--- src/rtl/elevator_if.sv ---
// Controller <-> environment bundle: request handshake, floor counter link,
// door controls and status pulses. clk/reset stay outside the interface.
interface elevator_if;
  logic       req_valid;
  logic [3:0] req_floor;
  logic       req_ready;
  logic [3:0] cur_floor;
  logic       cnt_enb;
  logic       cnt_up;
  logic       door_hold;
  logic       door_open;
  logic       arrived;
  logic       req_err;

  // Environment side: requester, floor counter and door button.
  modport master (
    output req_valid, req_floor, cur_floor, door_hold,
    input  req_ready, cnt_enb, cnt_up, door_open, arrived, req_err
  );

  // Controller side.
  modport slave (
    input  req_valid, req_floor, cur_floor, door_hold,
    output req_ready, cnt_enb, cnt_up, door_open, arrived, req_err
  );
endinterface

--- src/rtl/elevator_ctrl.sv ---
// Single-car elevator controller. Accepts one floor request at a time in IDLE,
// steers an external up/down floor counter until the target is reached, then
// holds the door open for a dwell period (extendable with door_hold).
module elevator_ctrl #(
  parameter int TOP_FLOOR   = 9,
  parameter int DOOR_CYCLES = 8
) (
  input logic      clk,
  input logic      reset,
  elevator_if.slave bus
);
  typedef enum logic [1:0] {IDLE, UP, DOWN, DOOR} state_t;

  localparam logic [3:0] TOP        = 4'(TOP_FLOOR);
  localparam logic [7:0] DWELL_INIT = 8'(DOOR_CYCLES - 1);

  state_t     state;
  logic [3:0] target;
  logic [7:0] dwell;
  logic       up;
  logic       door;
  logic       arr;
  logic       err;
  logic       enb;

  assign bus.req_ready = (state == IDLE);
  assign bus.cnt_up    = up;
  assign bus.door_open = door;
  assign bus.arrived   = arr;
  assign bus.req_err   = err;
  assign bus.cnt_enb   = enb;

  // Counter enable: step only while short of target and inside the shaft;
  // reset kills it in the same cycle so a move stops without waiting an edge.
  always_comb begin
    enb = 1'b0;
    if (!reset) begin
      unique case (state)
        UP:      enb = (bus.cur_floor < target) && (bus.cur_floor < TOP);
        DOWN:    enb = (bus.cur_floor > target) && (bus.cur_floor != 4'd0);
        default: enb = 1'b0;
      endcase
    end
  end

  // Main FSM with registered status outputs; arrived/req_err are one-cycle pulses.
  always_ff @(posedge clk) begin
    if (reset) begin
      state  <= IDLE;
      target <= 4'd0;
      dwell  <= 8'd0;
      up     <= 1'b1;
      door   <= 1'b0;
      arr    <= 1'b0;
      err    <= 1'b0;
    end else begin
      arr <= 1'b0;
      err <= 1'b0;
      unique case (state)
        IDLE: begin
          if (bus.req_valid) begin
            if (bus.req_floor > TOP) begin
              err <= 1'b1;
            end else begin
              target <= bus.req_floor;
              if (bus.req_floor == bus.cur_floor) begin
                state <= DOOR;
                door  <= 1'b1;
                dwell <= DWELL_INIT;
                arr   <= 1'b1;
              end else if (bus.req_floor > bus.cur_floor) begin
                state <= UP;
                up    <= 1'b1;
              end else begin
                state <= DOWN;
                up    <= 1'b0;
              end
            end
          end
        end
        UP: begin
          if (bus.cur_floor == target) begin
            state <= DOOR;
            door  <= 1'b1;
            dwell <= DWELL_INIT;
            arr   <= 1'b1;
          end else if (bus.cur_floor == TOP) begin
            // Counter reports the top floor without reaching target: give up.
            state <= DOOR;
            door  <= 1'b1;
            dwell <= DWELL_INIT;
            err   <= 1'b1;
          end
        end
        DOWN: begin
          if (bus.cur_floor == target) begin
            state <= DOOR;
            door  <= 1'b1;
            dwell <= DWELL_INIT;
            arr   <= 1'b1;
          end else if (bus.cur_floor == 4'd0) begin
            state <= DOOR;
            door  <= 1'b1;
            dwell <= DWELL_INIT;
            err   <= 1'b1;
          end
        end
        DOOR: begin
          if (bus.door_hold) begin
            dwell <= DWELL_INIT;
          end else if (dwell == 8'd0) begin
            state <= IDLE;
            door  <= 1'b0;
          end else begin
            dwell <= dwell - 8'd1;
          end
        end
      endcase
    end
  end
endmodule

--- src/flat_wrapper.sv ---
// flat-port wrapper written by rule: the top's interface ports become plain ports
module elevator_ctrl_flat 
#(
  parameter int TOP_FLOOR   = 9,
  parameter int DOOR_CYCLES = 8
)
  (clk, reset, bus_req_valid, bus_req_floor, bus_cur_floor, bus_door_hold, bus_req_ready, bus_cnt_enb, bus_cnt_up, bus_door_open, bus_arrived, bus_req_err);
  elevator_if bus_i ();
  input logic clk;
  input logic reset;
  input wire logic [$bits(bus_i.req_valid)-1:0] bus_req_valid;
  input wire logic [$bits(bus_i.req_floor)-1:0] bus_req_floor;
  input wire logic [$bits(bus_i.cur_floor)-1:0] bus_cur_floor;
  input wire logic [$bits(bus_i.door_hold)-1:0] bus_door_hold;
  output wire logic [$bits(bus_i.req_ready)-1:0] bus_req_ready;
  output wire logic [$bits(bus_i.cnt_enb)-1:0] bus_cnt_enb;
  output wire logic [$bits(bus_i.cnt_up)-1:0] bus_cnt_up;
  output wire logic [$bits(bus_i.door_open)-1:0] bus_door_open;
  output wire logic [$bits(bus_i.arrived)-1:0] bus_arrived;
  output wire logic [$bits(bus_i.req_err)-1:0] bus_req_err;
  assign bus_i.req_valid = bus_req_valid;
  assign bus_i.req_floor = bus_req_floor;
  assign bus_i.cur_floor = bus_cur_floor;
  assign bus_i.door_hold = bus_door_hold;
  assign bus_req_ready = bus_i.req_ready;
  assign bus_cnt_enb = bus_i.cnt_enb;
  assign bus_cnt_up = bus_i.cnt_up;
  assign bus_door_open = bus_i.door_open;
  assign bus_arrived = bus_i.arrived;
  assign bus_req_err = bus_i.req_err;
  elevator_ctrl #(.TOP_FLOOR(TOP_FLOOR), .DOOR_CYCLES(DOOR_CYCLES)) u_core (.clk(clk), .reset(reset), .bus(bus_i));
endmodule
--- config.mk ---
export PLATFORM = sky130hd
export DESIGN_NAME = elevator_ctrl_flat
export DESIGN_NICKNAME = d
export VERILOG_FILES = /design/src/rtl/elevator_if.sv /design/src/rtl/elevator_ctrl.sv /design/src/flat_wrapper.sv
export SDC_FILE = /design/constraint.sdc
export NUM_CORES = 1
export LEC_CHECK = 0
export ABC_CLOCK_PERIOD_IN_PS = 5720
export CAP_MARGIN = 10
export CORE_UTILIZATION = 45
export CTS_BUF_LIST = sky130_fd_sc_hd__clkbuf_4 sky130_fd_sc_hd__clkbuf_8
export DETAILED_ROUTE_END_ITERATION = 8
export HOLD_SLACK_MARGIN = 0.08
export PLACE_DENSITY = 0.68
export SLEW_MARGIN = 20
export SYNTH_ARGS = -nofsm -noshare
export SYNTH_HDL_FRONTEND = slang
export SYNTH_SLANG_ARGS = --single-unit
--- constraint.sdc ---
create_clock -name clk -period 5.72 [get_ports clk]
set_clock_uncertainty 0.2 [all_clocks]
set_input_delay 1.43 -clock clk [delete_from_list [all_inputs] [get_ports clk]]
set_output_delay 1.43 -clock clk [all_outputs]
set_load 0.05 [all_outputs]
==> metrics.cfg <==
[power]
p_per_area_nw_per_um2=346
seqPwrFrac=0.308
net-switching-power_mw=0.238
pwr-share-comb=0.572
switching_share=0.449
p_int_mw=0.293
p_leak_nw=0.613
irDropWorstVdd_v=0.000280
clkPwrFrac=0.119

[synthesis]
synth-async-reset-ratio=0
synth_cell_types=39
syn_inst=164
synthAdderAreaFrac=0.134
synth-simple-area-share=0.278
synth.area.mux_share=0.0231
synth_edf_count=0
synth.largest_area_cell=dfxtp_1
synth_top_area_share=0.277
yosys-top-cells-count=dfxtp_1 (18), inv_1 (17), a21oi_1 (14), ha_1 (14), o21ai_0 (13)
ys_ff_latch=18
synth_compound_area_frac=0.227
synth_xor_area_frac=0
seq_area_frac_synth=0.277
synth-main-ff-cell=dfxtp_1
avgSynthCellArea_um2=7.94
ys_warn_count=0
mappedNetlistArea_um2=1300
synth_most_common_cell=dfxtp_1
yosys-top-cells-area=dfxtp_1 (28%), ha_1 (13%), a21oi_1 (5.4%)
synth_top_family_by_area=simple AND/OR/NAND/NOR gates
synth_nets=190

[floorplanning]
die_h_um=55.8
die_w_um=55.8
rows=19
ioPinCount=18
start_util=0.472
core-area_um2=2760
dieArea_um2=3110

[placed_design]
dp_hpwl_um=2220
gp_congestion=0.804
place.port_buffers=17

[clocking]
cts_root_buf=clkbuf_4
numCtsBuffers=3
postCtsSetupBuffers=0
htree_num_levels=1
clkTransAtPathRegs_ns=0.10
clkLatencyLatePin_ns=0.29
cts_tree=built
ctsHoldBuffers=0
cts_resized=0
clkSinkCount=18
clock_path_buffers=2

[sta]
setup_tns_ns=0
relSlewSlack=0.662
setup_viol=0
hold_viol=0
fmax_ghz=0.193
fin_crit_sh=0.907
rsz0062_at_grt=false
slew_violations=0
timing.hold.ws_ns=0.291
min_period_ns=5.19
worst_slew_pin_slew_ns=0.505

[run]
drv_cap=0

[routing]
ant_nets=0
dr_total_vias=1205
routed_wl_um=2890
drt_first_pass_iters=4
drc=0
detail_route.iter0.violations=30
wl_per_cell_um=13.6
via_per_inst=5.68

[cells_and_area]
fillers=283
layout-drive-gt1-share=0.0773
area_growth_pct=17.9
layout.nets=209
n_antenna_cell=0

[setup_path]
crit_path_end_kind=output port
criticalPathCategory=in -> out
cp.required_ns=4.09
cp_max_fo=6
setup.worst_path.start_class=input pin
arrival_ns=3.56

[global_route]
grt_use_total=0.198
grt_pass1_vias=1118
grt_pass1_wl_um=4850
grt_max_degree=23
grt_overflow=0
antenna_found_initial=0

[min_path]
min_path_type=reg -> reg

[outcome]
outcome=complete, no violations

==> cells in the final DEF, fill, tap and decap left out, drive strengths merged, types with 4 or more instances in the layout <==
cell	instances
o21ai	14
nand3	8
dfxtp	18
nand2b	6
clkdlybuf4s50	16
nand4	4
a21oi	14
nor3	8
nor2	10
inv	17
nand2	10
ha	14
==> metrics by stage <==
step | std cells | worst slack, ns | cell area [um2] | utilization | power [mW]
2_1_floorplan | 164 | 0.789 | 1300 | - | 0.396
3_3_place_gp | 209 | 0.576 | 1510 | 0.549 | 0.461
3_5_place_dp | 209 | 0.527 | 1510 | 0.549 | 0.471
4_1_cts | 212 | 0.526 | 1540 | 0.557 | 0.536
5_1_grt | 212 | 0.445 | 1540 | 0.557 | 0.577
6_report | 212 | 0.531 | 1540 | 0.557 | 0.531
==> metal layers <==
metal	routed length, um	vias up	share of wire	GRT usage
met2	1450	21	0.50	0.339
met5	0	-	0	0
met1	1330	558	0.46	0.244
met3	77	4	0.027	0.0302
met4	33	0	0.011	0.0893
li1	-	622	-	-
==> layout make-up <==
class                   count  area, um2  area share
inverters                  17       63.8      0.0416
well taps                  31       38.8      0.0253
multi-input cells         125        862       0.562
flip-flops and latches     18        360       0.235
repair buffers             18        188       0.122
clock buffers               3       22.5      0.0147
==> power groups by stage <==
stage / Sequential, mW / Combinational [mW] / Clock (mW)
4_1_cts: 0.164 / 0.305 / 0.0671
3_5_place_dp: 0.167 / 0.304 / 0
5_1_grt: 0.167 / 0.339 / 0.0720
6_report: 0.164 / 0.304 / 0.0633
3_3_place_gp: 0.165 / 0.296 / 0
2_1_floorplan: 0.178 / 0.218 / 0
==> logic make-up (layout without fill, tap and decap cells) <==
logic type               after synthesis  count (layout)
AO/OA/AOI/OAI                         45              45
adder cells (fa/ha/maj)               14              14
buffers and inverters                 21              38
flip-flops                            18              18
multiplexers                           3               3
AND/OR/NAND/NOR                       63              63
==> path summary, 6_finish.rpt <==
| check | start | end | slack (ns) | cells past startpoint |
|---|---|---|---|---|
| hold reg to reg | u_core.target[0]$_SDFFE_PP0P_ | u_core.target[0]$_SDFFE_PP0P_ | 0.29 | 2 |
| setup / recovery | bus_cur_floor[1] | bus_cnt_enb | 0.53 | 8 |
| setup reg to reg | u_core.target[2]$_SDFFE_PP0P_ | u_core.dwell[4]$_SDFFE_PP0P_ | 3.35 | 7 |
| hold / removal | u_core.target[0]$_SDFFE_PP0P_ | u_core.target[0]$_SDFFE_PP0P_ | 0.29 | 2 |
==> sequential cells by signal, indices dropped and copies added, names as in the netlist <==
name and cells:
u_core.dwell 8, u_core.target 4, u_core.state 2, u_core.bus.arrived 1
u_core.bus.cnt_up 1, u_core.bus.door_open 1, u_core.bus.req_err 1
==> worst max-delay path, cell delays in order <==
cell             delay, ns
clkdlybuf4s50_1       0.60
ha_1                  0.30
nor2b_1               0.14
o21a_1                0.16
o21a_1                0.17
or3_1                 0.35
a21oi_1               0.25
buf_12                0.17
(Power assumes the default switching activity.)
